### src/rtl/num_gen_if.sv
// Valid/ready number stream between a generator (master) and its consumer (slave).
interface num_gen_if #(
  parameter int NUM_SIZE = 12
) ();
  logic [NUM_SIZE-1:0] num;
  logic                valid;
  logic                ready;

  modport master (output num, output valid, input  ready);
  modport slave  (input  num, input  valid, output ready);
endinterface

### src/rtl/num_gen.sv
// Reseedable LFSR number source emitting TESTNUM mode-shaped numbers per run over valid/ready.
// valid rises the cycle after start is accepted; num/cnt hold while ready is low, one transfer per cycle otherwise.
module num_gen #(
  parameter int          NUM_SIZE = 12,
  parameter int          TESTNUM  = 50,
  parameter logic [31:0] SEED     = 32'h0000_0001,
  localparam int         CW       = $clog2(TESTNUM + 1)
) (
  input  logic           clk,
  input  logic           rst_n,
  input  logic           start,
  input  logic [1:0]     mode,
  num_gen_if.master      nif,
  output logic [CW-1:0]  cnt,
  output logic           busy,
  output logic           done
);

  localparam logic [1:0] IDLE = 2'd0;
  localparam logic [1:0] RUN  = 2'd1;
  localparam logic [1:0] DONE = 2'd2;

  // An all-zero LFSR would lock up, so a zero seed is promoted to 1.
  localparam logic [31:0]   SEED_EFF = (SEED == 32'd0) ? 32'd1 : SEED;
  localparam logic [CW-1:0] LAST     = CW'(TESTNUM - 1);

  logic [1:0]          state;
  logic [31:0]         lfsr;
  logic [1:0]          mode_q;
  logic                xfer;
  logic [NUM_SIZE-1:0] shaped;

  assign xfer = (state == RUN) && nif.ready;

  always_ff @(posedge clk) begin
    if (!rst_n) begin
      state  <= IDLE;
      lfsr   <= SEED_EFF;
      cnt    <= '0;
      mode_q <= 2'b00;
    end else begin
      case (state)
        IDLE, DONE: begin
          if (start) begin
            mode_q <= mode;
            cnt    <= '0;
            state  <= RUN;
          end
        end
        RUN: begin
          if (xfer) begin
            cnt  <= cnt + CW'(1);
            lfsr <= {lfsr[30:0], lfsr[31] ^ lfsr[21] ^ lfsr[1] ^ lfsr[0]};
            if (cnt == LAST) begin
              state <= DONE;
            end
          end
        end
        default: state <= IDLE;
      endcase
    end
  end

  // Only bit 0 is shaped by the mode; alternate mode keys parity off the transfer count.
  always_comb begin
    shaped = lfsr[NUM_SIZE-1:0];
    case (mode_q)
      2'b01:   shaped[0] = 1'b0;
      2'b10:   shaped[0] = 1'b1;
      2'b11:   shaped[0] = cnt[0];
      default: ;
    endcase
  end

  assign nif.valid = (state == RUN);
  assign nif.num   = nif.valid ? shaped : '0;
  assign busy      = (state == RUN);
  assign done      = (state == DONE);

endmodule

### src/flat_wrapper.sv
// flat-port wrapper written by rule: the top's interface ports become plain ports
module num_gen_flat 
#(
  parameter int          NUM_SIZE = 12,
  parameter int          TESTNUM  = 50,
  parameter logic [31:0] SEED     = 32'h0000_0001,
  localparam int         CW       = $clog2(TESTNUM + 1)
)
  (clk, rst_n, start, mode, cnt, busy, done, nif_num, nif_valid, nif_ready);
  num_gen_if #(.NUM_SIZE(NUM_SIZE)) nif_i ();
  input  logic clk;
  input  logic rst_n;
  input  logic start;
  input  logic [1:0] mode;
  output logic [CW-1:0] cnt;
  output logic busy;
  output logic done;
  output wire logic [$bits(nif_i.num)-1:0] nif_num;
  output wire logic [$bits(nif_i.valid)-1:0] nif_valid;
  input wire logic [$bits(nif_i.ready)-1:0] nif_ready;
  assign nif_num = nif_i.num;
  assign nif_valid = nif_i.valid;
  assign nif_i.ready = nif_ready;
  num_gen #(.NUM_SIZE(NUM_SIZE), .TESTNUM(TESTNUM), .SEED(SEED)) u_core (.clk(clk), .rst_n(rst_n), .start(start), .mode(mode), .nif(nif_i), .cnt(cnt), .busy(busy), .done(done));
endmodule
### config.mk
export PLATFORM = sky130hd
export DESIGN_NAME = num_gen_flat
export DESIGN_NICKNAME = d
export VERILOG_FILES = /design/src/rtl/num_gen_if.sv /design/src/rtl/num_gen.sv /design/src/flat_wrapper.sv
export SDC_FILE = /design/constraint.sdc
export NUM_CORES = 1
export LEC_CHECK = 0
export ABC_AREA = 0
export CORE_ASPECT_RATIO = 1.5
export CORE_MARGIN = 3
export CORE_UTILIZATION = 45
export CTS_BUF_LIST = sky130_fd_sc_hd__clkbuf_16
export CTS_CLUSTER_SIZE = 20
export DETAILED_ROUTE_END_ITERATION = 12
export HOLD_SLACK_MARGIN = 0.05
export PLACE_DENSITY = 0.74
export SLEW_MARGIN = 30
export SYNTH_ARGS = -nofsm -noshare
export SYNTH_HDL_FRONTEND = slang
export SYNTH_SLANG_ARGS = --single-unit
export TNS_END_PERCENT = 30
### constraint.sdc
create_clock -name clk -period 1.44 [get_ports clk]
set_input_delay 0.144 -clock clk [delete_from_list [all_inputs] [get_ports clk]]
set_output_delay 0.144 -clock clk [all_outputs]
set_load 0.03 [all_outputs]
==> run metrics, run 1 <==
worst r2r path cells=3; Syn Nets=between 200 and 250; VDD IR max=1.08 mV; Final Hold Viols=0; Clock Sinks=42; Num CTS Buffers=5; largest net degree at the start of global routing=42; CP max stage cell=dfxtp_2; post-layout min period=1.34 ns; drt initial violations=33; MaxCap Viol Count=0; met2 wire length=1610 um; Yosys reg bits=42; CP top delay family=flip-flops; cell leakage power=~0.87 nW; Slew headroom=79.7%; Layout area overhead=24.5%; worst-path maximum fanout=14; fillcell total=333; Pwr Total=around 2.4 mW; Syn Inst Count=about 210; Final period util=92.9%; RSZ-0062 raised after global routing=false; WP data arrival=1.19 ns; final setup TNS=0 ns; final setup skew=between 0.004 and 0.005 ns; first-pass GRT wire length=5720 um; Detailed Routing Iterations Pass 1=4; startpoint types=register; vias per cell=5.03; Worst path depth=4; setup repair bufs after CTS=0; H-tree levels=2; core box area=3750 um2; final core utilization=59.4%; clk slew on worst S/H paths=0.06 ns; top routing layer used=met4; ANT nets after route=0; routed length on met3=around 130 um; Antenna diodes=0; Global Route Usage Sum=roughly 15%; Worst-Skew Late Latency=0.28 ns; Worst Hold Depth=2; PwrDens=1080 nW/um2; Hold/Removal Path Class=register to register; GRT overflow=0; total die area=4780 um2; Seq. cell area=843 um2; share of layout cells above drive strength 1=14.6%; crit-path cells=nand2b_4 -> clkinv_4 -> and2_1 -> buf_4; root buffer cell=clkbuf_16; Buf/Inv on CP=2; CP max stage delay=0.34 ns; via count=1,423; Chip Width=57.5 um; multi-input logic area=870 um2; fin. max-slew vios=0; row cnt=27; drt drc=0; initial core utilization=roughly 48%; Synth cell types=31; Final #Nets=248; critical path type=register to primary output; vias in the first global route=1,362; clk buf depth=2; Vert. Die Dim=83.2 um; Post-Syn Area=1790 um2; CP Capture Type=primary output; dpl hpwl=2210 um; pre-CTS WS=-0.0598 ns; TritonCTS clock tree=yes; routability cong.=0.790; initial antenna violation count=0; syn avg cell area=roughly 8.4 um2; Worst Max-Slew Pin Slew=between 0.3 and 0.4 ns; wl on met1=roughly 1400 um; YS warnings=0; Port Buffers=26; register area share after synthesis=approximately 47%; setup ws final=a little over 0.1 ns; Finish-stage setup viols=0; Avg WL per Cell=11.2 um; # IOs=27; Max Clock Freq=748 MHz; outcome=finished, final reports clean; required time worst endpoint=1.30 ns; Post-Route WL=3180 um
## kinds of logic after synthesis
kind of cell	Yosys count	share of synthesized area, %
adders and majority gates	2	1.40
DFF	42	47.0
and+or+nand+nor	101	26.3
muxes	3	1.68
xor gates and xnor gates	2	1.75
buffers and inverters	19	4.76
AOI/OAI and AO/OA	43	17.1
## worst min-delay path, cell delays in order (launching register included)
cell,delay [ns]
dfxtp_1,0.31
nand2_1,0.05
a21boi_1,0.05
## registers in the layout, summed over array words and instances (netlist names)
register       count
u_core.lfsr       32
u_core.cnt         6
u_core.mode_q      2
u_core.state       2
## Yosys cell counts (all sizes together)
library cell  count  area share (%)
a21oi             3            0.84
inv               4            0.84
clkbuf            5             1.0
dfxtp            42              47
xnor3             1             1.3
buf              10             2.9
and2             11             3.8
or4               1            0.42
or3               2            0.70
nor2b             4             1.4
nor3              1            0.28
o21ai             4             1.1
and3b             1            0.49
nand3b            2            0.84
nand2            65              14
ha                2             1.4
and3              2            0.70
a21boi           32              13
nand3             3            0.84
nor2              3            0.63
nand4             2            0.70
nand4bb           1            0.63
o31ai             1            0.42
nand4b            1            0.49
o21a              3             1.3
mux2i             3             1.7
xor2              1            0.49
nand2b            2            0.70
## metal layers
layer,vias up,GRT usage (%)
met2,21,24.5
met1,652,17.0
met5,-,0
met4,0,5.27
met3,6,5.60
li1,744,-
## what timing repair did
item / in CTS / in global routing
hold buffers: 0 / 0
pin swaps: 0 / 0
gates resized for setup: 9 / 5
setup endpoints to repair: 20 / 11
cloned: 0 / 0
hold endpoints to repair: 0 / 0
## area by class of cell
cell class              count  area share, %
clock buffers               5           5.62
clock inverters             2          0.450
flip-flops and latches     42           37.9
multi-input cells         151           39.1
well taps                  43           2.42
inverters                   4          0.899
repair buffers             36           13.7
## path summary, 6_finish.rpt
kind / startpoint / endpoint / slack (ns)
max reg2reg: u_core.state[0] / u_core.cnt[5] / 0.19
min: u_core.lfsr[29] / u_core.lfsr[30] / 0.45
max: u_core.state[1] / nif_num[5] / 0.10
min reg2reg: u_core.lfsr[29] / u_core.lfsr[30] / 0.45
## report_power, final
group	switching, mW	total (mW)	internal, mW
combinational	0.104	0.183	0.0792
clock	0.407	1.03	0.624
sequential	0.0118	1.19	1.17
## cell usage in the layout, fill, tap and decap left out, types with 5 or more instances in the layout
| cell type | n |
|---|---|
| a21boi_0 | 27 |
| a21boi_1 | 5 |
| and2_1 | 11 |
| buf_4 | 23 |
| clkbuf_16 | 5 |
| clkdlybuf4s50_1 | 5 |
| dfxtp_1 | 40 |
| dlygate4sd2_1 | 7 |
| nand2_1 | 65 |
## through the flow
stage | hold slack (ns) | area [um2] | std cells
floorplan | 0.310 | 1790 | 212
global placement | 0.437 | 2080 | 276
detailed placement | 0.446 | 2080 | 276
CTS | 0.453 | 2210 | 283
global route | 0.471 | 2230 | 283
finish | 0.450 | 2230 | 283
(Power assumes the default switching activity.)
==> run 2: changes to the inputs <==
- GPL_TIMING_DRIVEN: not set -> 0
==> run metrics, run 2 (synthesis gave the netlist of run 1 again) <==
outcome=finished, violations left (was finished, final reports clean); violations in the final reports=setup timing; Buf/Inv on CP=1 (was 2); Final #Nets=256 (was 248); Global Route Usage Sum=16.7% (was 14.8%); initial core utilization=47.7% (unchanged); worst r2r path cells=4 (was 3); Post-Layout Cell Count=291 (was 283); met1 Track Usage GR=18.9% (was 17.0%); Global Route met2 Usage=28.3% (was 24.5%); RSZ-0062 raised after global routing=true (was false); pre-CTS WS=-0.434 ns (was -0.0598 ns); ANT nets after route=0 (unchanged); required time worst endpoint=1.66 ns (was 1.30 ns); final core utilization=62.1% (was 59.4%); Chip Width=57.5 um (unchanged); first-pass GRT wire length=6390 um (was 5720 um); root buffer cell=clkbuf_16 (unchanged); Layout area overhead=30.2% (was 24.5%); crit-path cells=buf_6 -> nand3b_1 -> or4_4 -> a21oi_2 (was nand2b_4 -> clkinv_4 -> and2_1 -> buf_4); Post-CTS Hold Buffers=0 (unchanged); dpl hpwl=2510 um (was 2210 um); Hold/Removal Path Class=register to register (unchanged); critical path type=register to register (was register to primary output); CP Capture Type=register (was primary output); PwrDens=1120 nW/um2 (was 1080 nW/um2); # IOs=27 (unchanged); VDD IR max=1.06 mV (was 1.08 mV); Slew headroom=73.9% (was 79.7%); most frequent cells in the layout=65 x nand2_1, 39 x dfxtp_1, 27 x a21boi_0, 9 x and2_1, 9 x buf_2 (was 65 x nand2_1, 40 x dfxtp_1, 27 x a21boi_0, 23 x buf_4, 11 x and2_1); Vert. Die Dim=83.2 um (unchanged); largest net degree at the start of global routing=13 (was 42); Worst Hold Depth=2 (unchanged); H-tree levels=2 (unchanged); vias per cell=5.15 (was 5.03); Worst Max-Slew Pin Slew=0.391 ns (was 0.305 ns); Worst-Skew Late Latency=0.28 ns (about the same); WP data arrival=1.67 ns (was 1.19 ns); worst-path maximum fanout=6 (was 14); total die area=4780 um2 (unchanged); row cnt=27 (unchanged); CP max stage cell=or4_4 (was dfxtp_2); cell leakage power=0.901 nW (was 0.866 nW); core box area=3750 um2 (unchanged); initial antenna violation count=0 (unchanged); Clock Sinks=42 (unchanged); Port Buffers=26 (unchanged); Finish-stage setup viols=1 (was 0); MaxCap Viol Count=0 (unchanged); clk slew on worst S/H paths=0.06 ns (about the same); Worst path depth=4 (unchanged); routability cong.=0.756 (was 0.790); CP top delay family=simple AND/OR/NAND/NOR gates (was flip-flops); Max Clock Freq=687 MHz (was 748 MHz); Detailed Routing Iterations Pass 1=4 (unchanged); drt drc=0 (unchanged); multi-input logic area=891 um2 (was 870 um2); Final Hold Viols=0 (unchanged); Post-Route WL=3680 um (was 3180 um); Most flops, register=u_core.lfsr (unchanged); via count=1,500 (was 1,423); clk buf depth=2 (unchanged); final setup skew=0.00492 ns (was 0.00453 ns); Pwr Total=2.60 mW (was 2.40 mW); M3 GR Usage=4.67% (was 5.60%); post-layout min period=1.45 ns (was 1.34 ns); GRT overflow=0 (unchanged); placed insts=281 (was 276); startpoint types=register (unchanged); Avg WL per Cell=12.6 um (was 11.2 um); TritonCTS clock tree=yes (unchanged); fin. max-slew vios=0 (unchanged); Antenna diodes=0 (unchanged); Seq. cell area=847 um2 (was 843 um2); CP max stage delay=0.57 ns (was 0.34 ns); Final period util=101% (was 92.9%); share of layout cells above drive strength 1=18.1% (was 14.6%); fin area=2330 um2 (was 2230 um2); max reg flops=32 (unchanged); placed cell area=2100 um2 (was 2080 um2); commonest non-fill, non-tap cell in the layout=nand2_1 (unchanged); fillcell total=343 (was 333); drt initial violations=36 (was 33); vias in the first global route=1,473 (was 1,362); Num CTS Buffers=5 (unchanged); setup ws final=-0.0149 ns (was 0.103 ns); global routing's busiest layer=met2 (unchanged); top flop regs=u_core.lfsr x32, u_core.cnt x6 (unchanged)
==> run 2: cell count changes in the layout (fill, tap and decap cells not counted), sizes merged <==
cell and change:
clkbuf +5, clkdlybuf4s15 +3, clkinv -2, buf +1, bufinv +1, dlygate4sd2 -1, inv +1
==> run 2: tightest hold or removal path: stages, from the launching register on <==
cell      delay (ns)
dfxtp_1         0.31
nand2_1         0.05
a21boi_1        0.05
==> run 2: where the power goes <==
group | total, mW | switching, mW | internal, mW
clock network | 1.21 | 0.414 | 0.801
registers | 1.19 | 0.0132 | 1.17
logic | 0.196 | 0.112 | 0.0841
==> run 2: metrics by stage <==
stage | hold slack [ns] | setup TNS [ns]
detailed placement | 0.445 | -9.73
finish | 0.450 | -0.0149
global placement | 0.435 | -9.25
floorplan | 0.310 | 0
global route | 0.479 | -0.287
CTS | 0.454 | -0.0761
==> run 2: timing repair <==
action                     CTS  global route
cloned                       0             1
gates resized for setup     90            22
pin swaps                    0             3
setup endpoints to repair   28            35
setup buffers                1             1
==> run 2: cell type report <==
| class | instances | area share (%) |
|---|---|---|
| buffer | 15 | 4.35 |
| clock buffer | 5 | 5.37 |
| clock inverter | 2 | 1.45 |
| inverter | 4 | 0.752 |
| multi-input combinational | 151 | 38.3 |
| sequential | 42 | 36.4 |
| tap | 43 | 2.31 |
| timing repair buffer | 29 | 11.1 |
==> run 2: layer usage <==
layer | wire, um | part of all wire, %
met3 | 113 | 3.1
met1 | 1610 | 44
met4 | 116 | 3.2
met2 | 1840 | 50
met5 | 0 | 0
==> run 2: worst paths after layout <==
path,from,to,slack (ns)
max reg2reg,u_core.state[1],u_core.cnt[5],-0.01
max,u_core.state[1],u_core.cnt[5],-0.01
min reg2reg,u_core.lfsr[29],u_core.lfsr[30],0.45
min,u_core.lfsr[29],u_core.lfsr[30],0.45
